===== config.mk =====
export PLATFORM = sky130hd
export DESIGN_NAME = kronos_rf_sb
export DESIGN_NICKNAME = d
export VERILOG_FILES = /design/src/rtl/kronos_rf_sb.sv
export SDC_FILE = /design/constraint.sdc
export NUM_CORES = 2
export LEC_CHECK = 0
export BUFFER_PORTS_ARGS = -buffer_cell sky130_fd_sc_hd__buf_2
export CELL_PAD_IN_SITES_DETAIL_PLACEMENT = 1
export CELL_PAD_IN_SITES_GLOBAL_PLACEMENT = 1
export CORE_UTILIZATION = 48
export CTS_CLUSTER_DIAMETER = 80
export DETAILED_ROUTE_END_ITERATION = 10
export PLACE_DENSITY_LB_ADDON = 0.3
export SLEW_MARGIN = 10
export SYNTH_ARGS = -nofsm -noshare
export SYNTH_HDL_FRONTEND = slang
export SYNTH_SLANG_ARGS = --single-unit

===== constraint.sdc =====
create_clock -name i_clk -period 3.4 [get_ports i_clk]
set_input_delay 0.34 -clock i_clk [delete_from_list [all_inputs] [get_ports i_clk]]
set_output_delay 0.34 -clock i_clk [all_outputs]
set_load 0.01 [all_outputs]

===== src/rtl/kronos_rf_sb.sv =====
// kronos_rf_sb - integer register file with operand stage and write scoreboard.
//
// Holds NREGS registers of XLEN bits with NWR write ports. x0 always reads 0.
// Decoded operands are captured behind a valid/ready handshake. Write-port
// data is forwarded into the operands at capture time and while they are held.
// A scoreboard tracks destination registers that are in flight, so Execute
// sees operand hazards directly. Indices >= NREGS are flagged as illegal.
//
// Ports:
//   i_clk, i_rst        clock, asynchronous active-high reset
//   i_flush             discard the held operands
//   i_in_*              decoded instruction (rs1/rs2/rd indices and enables),
//                       i_in_vld / o_in_rdy handshake
//   o_out_*             held operands, rd, hazard and illegal flags,
//                       o_out_vld / i_out_rdy handshake
//   i_wr_en/sel/data    NWR write ports, packed; port i uses slice i.
//                       The highest port index has priority.
module kronos_rf_sb #(
  parameter int XLEN  = 32,
  parameter int NREGS = 32,
  parameter int NWR   = 2
) (
  input  logic                  i_clk,
  input  logic                  i_rst,
  input  logic                  i_flush,
  input  logic                  i_in_vld,
  output logic                  o_in_rdy,
  input  logic [4:0]            i_in_rs1,
  input  logic [4:0]            i_in_rs2,
  input  logic [4:0]            i_in_rd,
  input  logic                  i_in_rs1_en,
  input  logic                  i_in_rs2_en,
  input  logic                  i_in_rd_en,
  output logic                  o_out_vld,
  input  logic                  i_out_rdy,
  output logic [XLEN-1:0]       o_out_rs1_data,
  output logic [XLEN-1:0]       o_out_rs2_data,
  output logic [4:0]            o_out_rd,
  output logic                  o_out_rd_en,
  output logic                  o_out_hazard,
  output logic                  o_out_illegal,
  input  logic [NWR-1:0]        i_wr_en,
  input  logic [NWR*5-1:0]      i_wr_sel,
  input  logic [NWR*XLEN-1:0]   i_wr_data
);

  localparam int IW = $clog2(NREGS);

  // Index exists in the architectural register file.
  function automatic logic f_in_range(input logic [4:0] idx);
    return int'(idx) < NREGS;
  endfunction

  // Index names a real, writable register (not x0, not out of range).
  function automatic logic f_legal(input logic [4:0] idx);
    return (idx != 5'd0) && f_in_range(idx);
  endfunction

  // Forwarding lookup: returns {hit, data}. The loop runs in ascending port
  // order so the highest matching port index ends up in the result.
  function automatic logic [XLEN:0] f_fwd(
    input logic [4:0]          idx,
    input logic [NWR-1:0]      ok,
    input logic [NWR*5-1:0]    sel,
    input logic [NWR*XLEN-1:0] data
  );
    logic [XLEN:0] res;
    res = '0;
    for (int i = 0; i < NWR; i++) begin
      if (ok[i] && (sel[i*5 +: 5] == idx)) begin
        res = {1'b1, data[i*XLEN +: XLEN]};
      end
    end
    return res;
  endfunction

  logic [XLEN-1:0]  r_regs [NREGS];
  logic [NREGS-1:0] r_pend;

  logic             r_out_vld;
  logic [XLEN-1:0]  r_rs1_data;
  logic [XLEN-1:0]  r_rs2_data;
  logic [4:0]       r_rs1_idx;
  logic [4:0]       r_rs2_idx;
  logic             r_rs1_chk;
  logic             r_rs2_chk;
  logic             r_rs1_pend;
  logic             r_rs2_pend;
  logic [4:0]       r_out_rd;
  logic             r_out_rd_en;
  logic             r_out_ill;

  logic [NWR-1:0]   w_wr_ok;
  logic [NREGS-1:0] w_clr;
  logic [NREGS-1:0] w_set;
  logic [NREGS-1:0] w_pend_nxt;
  logic             w_in_rdy;
  logic             w_cap;
  logic             w_hold;
  logic             w_issue;
  logic [XLEN:0]    w_cap_fwd1;
  logic [XLEN:0]    w_cap_fwd2;
  logic [XLEN:0]    w_hold_fwd1;
  logic [XLEN:0]    w_hold_fwd2;
  logic [XLEN-1:0]  w_cap_rs1_data;
  logic [XLEN-1:0]  w_cap_rs2_data;
  logic             w_cap_rs1_pend;
  logic             w_cap_rs2_pend;
  logic             w_cap_ill;
  logic             w_hold_hit1;
  logic             w_hold_hit2;

  // Write ports that actually update the array (x0 and out-of-range dropped).
  always_comb begin
    w_wr_ok = '0;
    for (int i = 0; i < NWR; i++) begin
      w_wr_ok[i] = i_wr_en[i] && f_legal(i_wr_sel[i*5 +: 5]);
    end
  end

  always_comb begin
    w_in_rdy = ~i_flush & (~r_out_vld | i_out_rdy);
    w_cap    = i_in_vld & w_in_rdy;
    w_hold   = r_out_vld & ~i_out_rdy & ~i_flush;
    w_issue  = r_out_vld & i_out_rdy & r_out_rd_en & f_legal(r_out_rd);
  end

  // Scoreboard: returning writes clear, issue sets. Set is applied last so it
  // wins over a same-cycle clear; the issuing instruction is the younger one.
  always_comb begin
    w_clr = '0;
    for (int i = 0; i < NWR; i++) begin
      if (i_wr_en[i] && f_in_range(i_wr_sel[i*5 +: 5])) begin
        w_clr[i_wr_sel[i*5 +: IW]] = 1'b1;
      end
    end
    w_set = '0;
    if (w_issue) begin
      w_set[r_out_rd[IW-1:0]] = 1'b1;
    end
    w_pend_nxt = (r_pend & ~w_clr) | w_set;
  end

  // Operand resolution at capture: zero, then forwarded write, then array.
  always_comb begin
    w_cap_fwd1     = f_fwd(i_in_rs1, w_wr_ok, i_wr_sel, i_wr_data);
    w_cap_fwd2     = f_fwd(i_in_rs2, w_wr_ok, i_wr_sel, i_wr_data);
    w_cap_rs1_data = '0;
    w_cap_rs2_data = '0;
    if (i_in_rs1_en && f_legal(i_in_rs1)) begin
      w_cap_rs1_data = w_cap_fwd1[XLEN] ? w_cap_fwd1[XLEN-1:0]
                                        : r_regs[i_in_rs1[IW-1:0]];
    end
    if (i_in_rs2_en && f_legal(i_in_rs2)) begin
      w_cap_rs2_data = w_cap_fwd2[XLEN] ? w_cap_fwd2[XLEN-1:0]
                                        : r_regs[i_in_rs2[IW-1:0]];
    end
  end

  // Pending at capture: still pending after this cycle's returns, or it is
  // the rd being issued on this very edge.
  always_comb begin
    w_cap_rs1_pend = 1'b0;
    w_cap_rs2_pend = 1'b0;
    if (i_in_rs1_en && f_legal(i_in_rs1)) begin
      w_cap_rs1_pend = (r_pend[i_in_rs1[IW-1:0]] && !w_clr[i_in_rs1[IW-1:0]])
                       || (w_issue && (r_out_rd == i_in_rs1));
    end
    if (i_in_rs2_en && f_legal(i_in_rs2)) begin
      w_cap_rs2_pend = (r_pend[i_in_rs2[IW-1:0]] && !w_clr[i_in_rs2[IW-1:0]])
                       || (w_issue && (r_out_rd == i_in_rs2));
    end
    w_cap_ill = (i_in_rs1_en && !f_in_range(i_in_rs1))
                || (i_in_rs2_en && !f_in_range(i_in_rs2))
                || (i_in_rd_en  && !f_in_range(i_in_rd));
  end

  // Forwarding into held operands; r_rsX_chk already excludes x0/out-of-range.
  always_comb begin
    w_hold_fwd1 = f_fwd(r_rs1_idx, w_wr_ok, i_wr_sel, i_wr_data);
    w_hold_fwd2 = f_fwd(r_rs2_idx, w_wr_ok, i_wr_sel, i_wr_data);
    w_hold_hit1 = r_rs1_chk & w_hold_fwd1[XLEN];
    w_hold_hit2 = r_rs2_chk & w_hold_fwd2[XLEN];
  end

  // Array contents are deliberately not reset.
  always_ff @(posedge i_clk) begin
    for (int i = 0; i < NWR; i++) begin
      if (w_wr_ok[i]) begin
        r_regs[i_wr_sel[i*5 +: IW]] <= i_wr_data[i*XLEN +: XLEN];
      end
    end
  end

  always_ff @(posedge i_clk or posedge i_rst) begin
    if (i_rst) begin
      r_pend      <= '0;
      r_out_vld   <= 1'b0;
      r_rs1_data  <= '0;
      r_rs2_data  <= '0;
      r_rs1_idx   <= '0;
      r_rs2_idx   <= '0;
      r_rs1_chk   <= 1'b0;
      r_rs2_chk   <= 1'b0;
      r_rs1_pend  <= 1'b0;
      r_rs2_pend  <= 1'b0;
      r_out_rd    <= '0;
      r_out_rd_en <= 1'b0;
      r_out_ill   <= 1'b0;
    end else begin
      r_pend <= w_pend_nxt;
      if (i_flush) begin
        r_out_vld <= 1'b0;
      end else if (w_cap) begin
        r_out_vld   <= 1'b1;
        r_rs1_data  <= w_cap_rs1_data;
        r_rs2_data  <= w_cap_rs2_data;
        r_rs1_idx   <= i_in_rs1;
        r_rs2_idx   <= i_in_rs2;
        r_rs1_chk   <= i_in_rs1_en && f_legal(i_in_rs1);
        r_rs2_chk   <= i_in_rs2_en && f_legal(i_in_rs2);
        r_rs1_pend  <= w_cap_rs1_pend;
        r_rs2_pend  <= w_cap_rs2_pend;
        r_out_rd    <= i_in_rd;
        r_out_rd_en <= i_in_rd_en;
        r_out_ill   <= w_cap_ill;
      end else if (w_hold) begin
        if (w_hold_hit1) begin
          r_rs1_data <= w_hold_fwd1[XLEN-1:0];
          r_rs1_pend <= 1'b0;
        end
        if (w_hold_hit2) begin
          r_rs2_data <= w_hold_fwd2[XLEN-1:0];
          r_rs2_pend <= 1'b0;
        end
      end else begin
        r_out_vld <= 1'b0;
      end
    end
  end

  assign o_in_rdy       = w_in_rdy;
  assign o_out_vld      = r_out_vld;
  assign o_out_rs1_data = r_rs1_data;
  assign o_out_rs2_data = r_rs2_data;
  assign o_out_rd       = r_out_rd;
  assign o_out_rd_en    = r_out_rd_en;
  assign o_out_illegal  = r_out_ill;
  assign o_out_hazard   = r_out_vld & (r_rs1_pend | r_rs2_pend);

endmodule


### After elaboration in Yosys (flattened, before gate mapping)

Memory sizes are Yosys's and may differ from the RTL's.
Index checks and enable logic that the tools add are counted.

| cells by class | value |
|---|---|
| $lt $le $gt $ge | 8 |
| reduce and logical (&&, ||, !) cells | 34 |
| bitwise gates (word level) | 19 |
| eq/ne operators | 11 |
| mux-type cells | 50 |

Operator list:

| cell | count |
|---|---|
| $mux 32 | 13 |
| $mux 33 | 8 |
| $or 32x32->32 | 2 |
| $eq 5x5->1 | 10 |
| $and 32x32->32 | 1 |
| $not 32->32 | 1 |
| $lt 5x6->1 const B | 5 |
| $reduce_bool 5->1 | 5 |
| $mux 1 | 22 |
| $bmux 1 s5 | 4 |
| $logic_and 1x1->1 | 19 |
| $demux 1 s5 | 3 |
| $ge 5x1->1 const B | 3 |
| $and 1x1->1 | 10 |
| $reduce_and 3->1 | 2 |
| $reduce_bool 2->1 | 3 |
| $ne 3x3->1 const B | 1 |
| $not 1->1 | 3 |
| $logic_not 1->1 | 2 |
| $logic_or 1x1->1 | 2 |
| $or 1x1->1 | 2 |
| $reduce_and 2->1 | 1 |

| word-level totals | value |
|---|---|
| RAM bits | 1024 |
| memories | 1 |
| input bits | 99 |
| logic and storage cells | 135 |
| bits in registers | 117 |

Memories:

| name | depth | width | read ports | clocked after memory_dff | write ports | line | source |
|---|---|---|---|---|---|---|---|
| r_regs | 32 | 32 | 2 | 0 | 2 | 77 | `logic [XLEN-1:0] r_regs [NREGS];` |

### Longest topological paths before layout

| depth | value |
|---|---|
| depth in word-level cells | 14 |
| gate-level depth with buffers | 12 |

### Worst setup path after synthesis

No wires, ideal clock.

| timing path | value |
|---|---|
| path kind | input to register |
| start | input i_wr_en[0] |
| end | register r_rs1_pend |
| stages | 7 |
| data required time | 3274 ps |
| slack | -1430 ps |
| data arrival time | 4704 ps |
| cells stage by stage | clkbuf_1 > or3b_1 > o21ai_0 > mux4_2 > o21ai_1 > a22o_1 > a221o_1 |

| on the way | value |
|---|---|
| longest elaborated chain between the ends | 10 |
| elaborated cells on any way between the ends | 17 |

Ends and longest elaborated chain:

| element | line | source |
|---|---|---|
| start, declared | 42 | `input logic [NWR-1:0] i_wr_en,` |
| $mux 32 | 133 | `if (i_wr_en[i] && f_in_range(i_wr_sel[i*5 +: 5])) begin` |
| $or 32x32->32 (no line) | -- |  |
| $mux 32 | 133 |  |
| $bmux 1 s5 | 166 | `w_cap_rs1_pend = (r_pend[i_in_rs1[IW-1:0]] && !w_clr[i_in_rs1[IW-1:0]])` |
| $mux 1 (implied by the code) | 166 |  |
| $logic_not 1->1 | 166 |  |
| $logic_and 1x1->1 | 166 |  |
| $logic_or 1x1->1 | 167 | `\|\| (w_issue && (r_out_rd == i_in_rs1));` |
| $mux 1 | 165 | `if (i_in_rs1_en && f_legal(i_in_rs1)) begin` |
| $mux 1 | 214 | `end else if (w_cap) begin` |
| end signal, assigned | 222 | `r_rs1_pend <= w_cap_rs1_pend;` |
| end, declared | 87 | `logic r_rs1_pend;` |

Parallel ways exist; a longest one is shown, timed or not. The select of a mux whose other input is x is not followed.
A chain may end at the register's enable or synchronous reset.

### Worst setup path after layout

| timing path | value |
|---|---|
| start | register r_out_vld, in the netlist o_out_vld |
| end | register r_rs2_data[26], in the netlist o_out_rs2_data[26] |

| on the way | value |
|---|---|
| longest elaborated chain between the ends | 6 |
| elaborated cells on any way between the ends | 10 |

Ends and longest elaborated chain:

| element | line | source |
|---|---|---|
| start, declared | 80 | `logic r_out_vld;` |
| start signal, assigned | 198 | `r_out_vld <= 1'b0;` |
| start signal, assigned | 213 | `r_out_vld <= 1'b0;` |
| start signal, assigned | 215 | `r_out_vld <= 1'b1;` |
| $not 1->1 | 122 | `w_in_rdy = ~i_flush & (~r_out_vld \| i_out_rdy);` |
| $or 1x1->1 | 122 |  |
| $and 1x1->1 | 122 |  |
| $and 1x1->1 | 123 | `w_cap = i_in_vld & w_in_rdy;` |
| $reduce_bool 2->1 (no line) | -- |  |
| $reduce_and 3->1 (no line) | -- |  |
| end signal, assigned | 217 | `r_rs2_data <= w_cap_rs2_data;` |
| end signal, assigned | 233 | `r_rs2_data <= w_hold_fwd2[XLEN-1:0];` |
| end, declared | 82 | `logic [XLEN-1:0] r_rs2_data;` |

Parallel ways exist; a longest one is shown, timed or not.

==> flow_summary.ini <==
[cells_and_area]
drive_gt1_share_pct = 40.7
final_nets = 4968
fillers = 13600
seq_area_mm2 = 0.0337
multiInputGateArea_mm2 = 0.0325
instances_no_fill = 6876
area_growth_pct = 11.2

[sta]
rsz0062_at_grt = false
fin_skew_ps = 45.6
slew_headroom_pct = 9.73
finalSetupViolCount = 0
min_period_over_period_pct = 99.6
finalMaxSlewViolations = 0
min_period_ps = 3390
tightest_slew_ps = 1350
finalHoldViolations = 0
fin_ws_ps = 14.0
fmax_mhz = 295

[detailed_routing]
dr.pass1.iters = 6
drt_iter0_markers = 7595
vias = 51600
ant_nets = 0
routed_wl_mm = 285
route.detailed.drc = 0
wl_per_cell_um = 41.4
vias_per_cell = 7.51

[die]
dieHeight_um = 380
start_util_pct = 48.4
io_pins = 173
die_area_mm2 = 0.144
dieWidth_um = 380
rows = 138
core_area_mm2 = 0.142

[logic_synthesis]
yosysSeqAreaShare_pct = 49.2
ys.warnings.count = 0
synthDistinctLibCells = 76
synthArstFlopShare_pct = 10.3
syn_area_mm2 = 0.0685
ys_ff_latch = 1141
ys.flop_type = edfxtp_1
avgSynthCellArea_um2 = 13.7
syn-instance-count = 4989
synth_enable_flop_cells = 1024

[critical_path]
cp_max_fo = 59
crit_path_start_kind = flip-flop
crit_type = flip-flop to flip-flop
setup.worst_path.end_class = flip-flop
arrival_ps = 4110
required_ps = 4120
cp_slowest_stage_delay_ps = 1170
cp_cell_sequence = nor2b_1 > nor3b_4 > buf_4 > or2_2 > o32a_1
timing.critical_path.buf_inv = 1
slowest_stage = or2_2
critical-path-top-delay-family = simple AND/OR/NAND/NOR gates

[cts]
clock-sinks = 1141
postCtsSetupBuffers = 0
numCtsBuffers = 135
htreeDepth = 4
clkLatencyLatePin_ps = 800
cts_tree = done
cts_root_buf = clkbuf_16
clkTransAtPathRegs_ps = 60
cts_resized = 0
cts_hold_buffers = 11
cts_buffer_depth = 3

[pwr]
leakagePower_uw = 0.0261
power.switching_uw = 9660
switching_share_pct = 27.3
pwr-share-seq_pct = 46.3
clkPwrFrac_pct = 39.8
ir_drop_v = 0.000522
combPwrFrac_pct = 13.9
power.density_mw_per_mm2 = 464
power.internal_uw = 25700

[grt]
grt_first_pass_wirelength_mm = 395
grt_max_degree = 129
overflow = 0
grt.total_usage_pct = 38.6
antenna_found_initial = 19
grt_pass1_vias = 51700

[place]
hpwl_mm = 159
portBuffers = 171
post-place-cells = 6611
dp_slack_ps = 132
gp_congestion = 0.945

[min_path]
hp-class = input port to flip-flop

[job]
cap_viol_max_count = 0

[run_status]
status = completed
## stage by stage
stage	setup TNS (ps)	util [%]	hold slack [ps]	power (uW)	area (um2)
after floorplan	0	-	406	19600	68700
after global placement	-5300	50.8	474	21200	71900
after detailed placement	0	50.8	496	21400	71900
after CTS	0	53.8	54.7	35200	76100
after global routing	0	53.8	112	36000	76100
final	0	53.8	103	35400	76200
## path summary, 6_finish.rpt
kind                                 endpoint          startpoint  depth (start not counted)  slack, ps
max reg2reg                o_out_rs2_data[26]           o_out_vld                          5         10
max in group asynchronous   o_out_rs1_data[6]               i_rst                          4       2140
min in group asynchronous          r_pend[11]               i_rst                          3        290
min reg2reg                o_out_rs1_data[27]  o_out_rs1_data[27]                          1        510
min                              r_regs[0][9]        i_wr_data[9]                          1        100
max                        o_out_rs2_data[26]           o_out_vld                          5         10
## cells in the final DEF, fill, tap and decap left out, drive strengths merged, types with 7 or more instances in the layout
cell | Yosys | routed
a21oi | 129 | 129
a221o | 20 | 20
a22o | 22 | 22
a22oi | 39 | 39
a31oi | 49 | 49
buf | 216 | 392
clkbuf | 477 | 181
clkinv | 1 | 48
conb | 1 | 33
dfrtp | 117 | 117
diode | 0 | 11
dlygate4sd3 | 0 | 11
edfxtp | 1024 | 1024
inv | 35 | 43
mux2 | 999 | 999
mux2i | 443 | 443
mux4 | 351 | 351
nand2 | 132 | 132
nand2b | 7 | 7
nand3 | 52 | 52
nor2 | 176 | 176
nor2b | 8 | 8
nor3 | 80 | 80
o21ai | 95 | 95
o221ai | 144 | 144
o22ai | 138 | 138
o31ai | 33 | 33
o32a | 64 | 64
or2 | 8 | 8
xnor2 | 32 | 32
xor2 | 18 | 18
## state kept, by name, summed over array words and instances (netlist names)
register        cells
r_rs1_idx           5
o_out_rs2_data     32
r_rs2_chk           1
r_regs           1024
o_out_rd            5
r_rs1_chk           1
o_out_rs1_data     32
r_rs1_pend          1
r_rs2_pend          1
o_out_vld           1
o_out_rd_en         1
r_pend             32
r_rs2_idx           5
## per-layer routing
layer	share of wire, %	track usage (%)	wire [um]	up-vias
li1	-	-	-	19600
met4	6.6	22.9	18800	10
met2	44	57.5	126000	4134
met1	36	50.1	104000	26800
met3	13	11.2	36400	1031
met5	0.021	0	60	-
## synth_stat cells, drive strengths merged (32+ instances only)
library cell | instances | share of area (%)
mux2i | 443 | 6.5
a22oi | 39 | 0.43
a21oi | 129 | 0.95
inv | 35 | 0.19
a31oi | 49 | 0.45
clkbuf | 477 | 2.6
o22ai | 138 | 1.3
nand2 | 132 | 0.75
mux4 | 351 | 12
o21ai | 95 | 0.69
nor3 | 80 | 0.58
mux2 | 999 | 16
o31ai | 33 | 0.37
buf | 216 | 1.5
dfrtp | 117 | 4.3
edfxtp | 1024 | 45
o32a | 64 | 0.94
o221ai | 144 | 1.8
nand3 | 52 | 0.39
nor2 | 176 | 0.97
xnor2 | 32 | 0.41
## worst reg2reg max path, delay by kind of cell (launching register included)
family,cells,cell delay (ps)
flip-flops,1,380
AO/OA/AOI/OAI,1,370
buffers and inverters,1,870
AND/OR/NAND/NOR,3,1680
## kinds of logic (layout without fill, tap and decap cells)
family	Yosys count	count (layout)	share of synthesized area, %
flops	1141	1141	49.2
mux	1793	1793	34.4
compound gates	763	763	7.91
buf+inv	729	683	4.35
simple gates	512	512	3.50
xor+xnor	50	50	0.639
other cells	1	44	0.00547
## power groups by stage
stage | Clock (uW) | Combinational [uW] | Sequential [uW]
final | 14100 | 4910 | 16400
after global routing | 14500 | 5070 | 16400
after detailed placement | 0 | 4730 | 16600
after floorplan | 0 | 3130 | 16400
after global placement | 0 | 4610 | 16600
after CTS | 14100 | 4770 | 16400
## layout make-up
class	count	area share [%]
Tap cell	1890	3.11
Sequential cell	1141	44.2
Multi-Input combinational cell	3151	42.7
Inverter	36	0.186
Timing Repair Buffer	404	4.36
Antenna cell	11	0.0361
Clock inverter	63	0.606
Clock buffer	180	4.81
No activity file was read; power rests on OpenSTA's default activity.
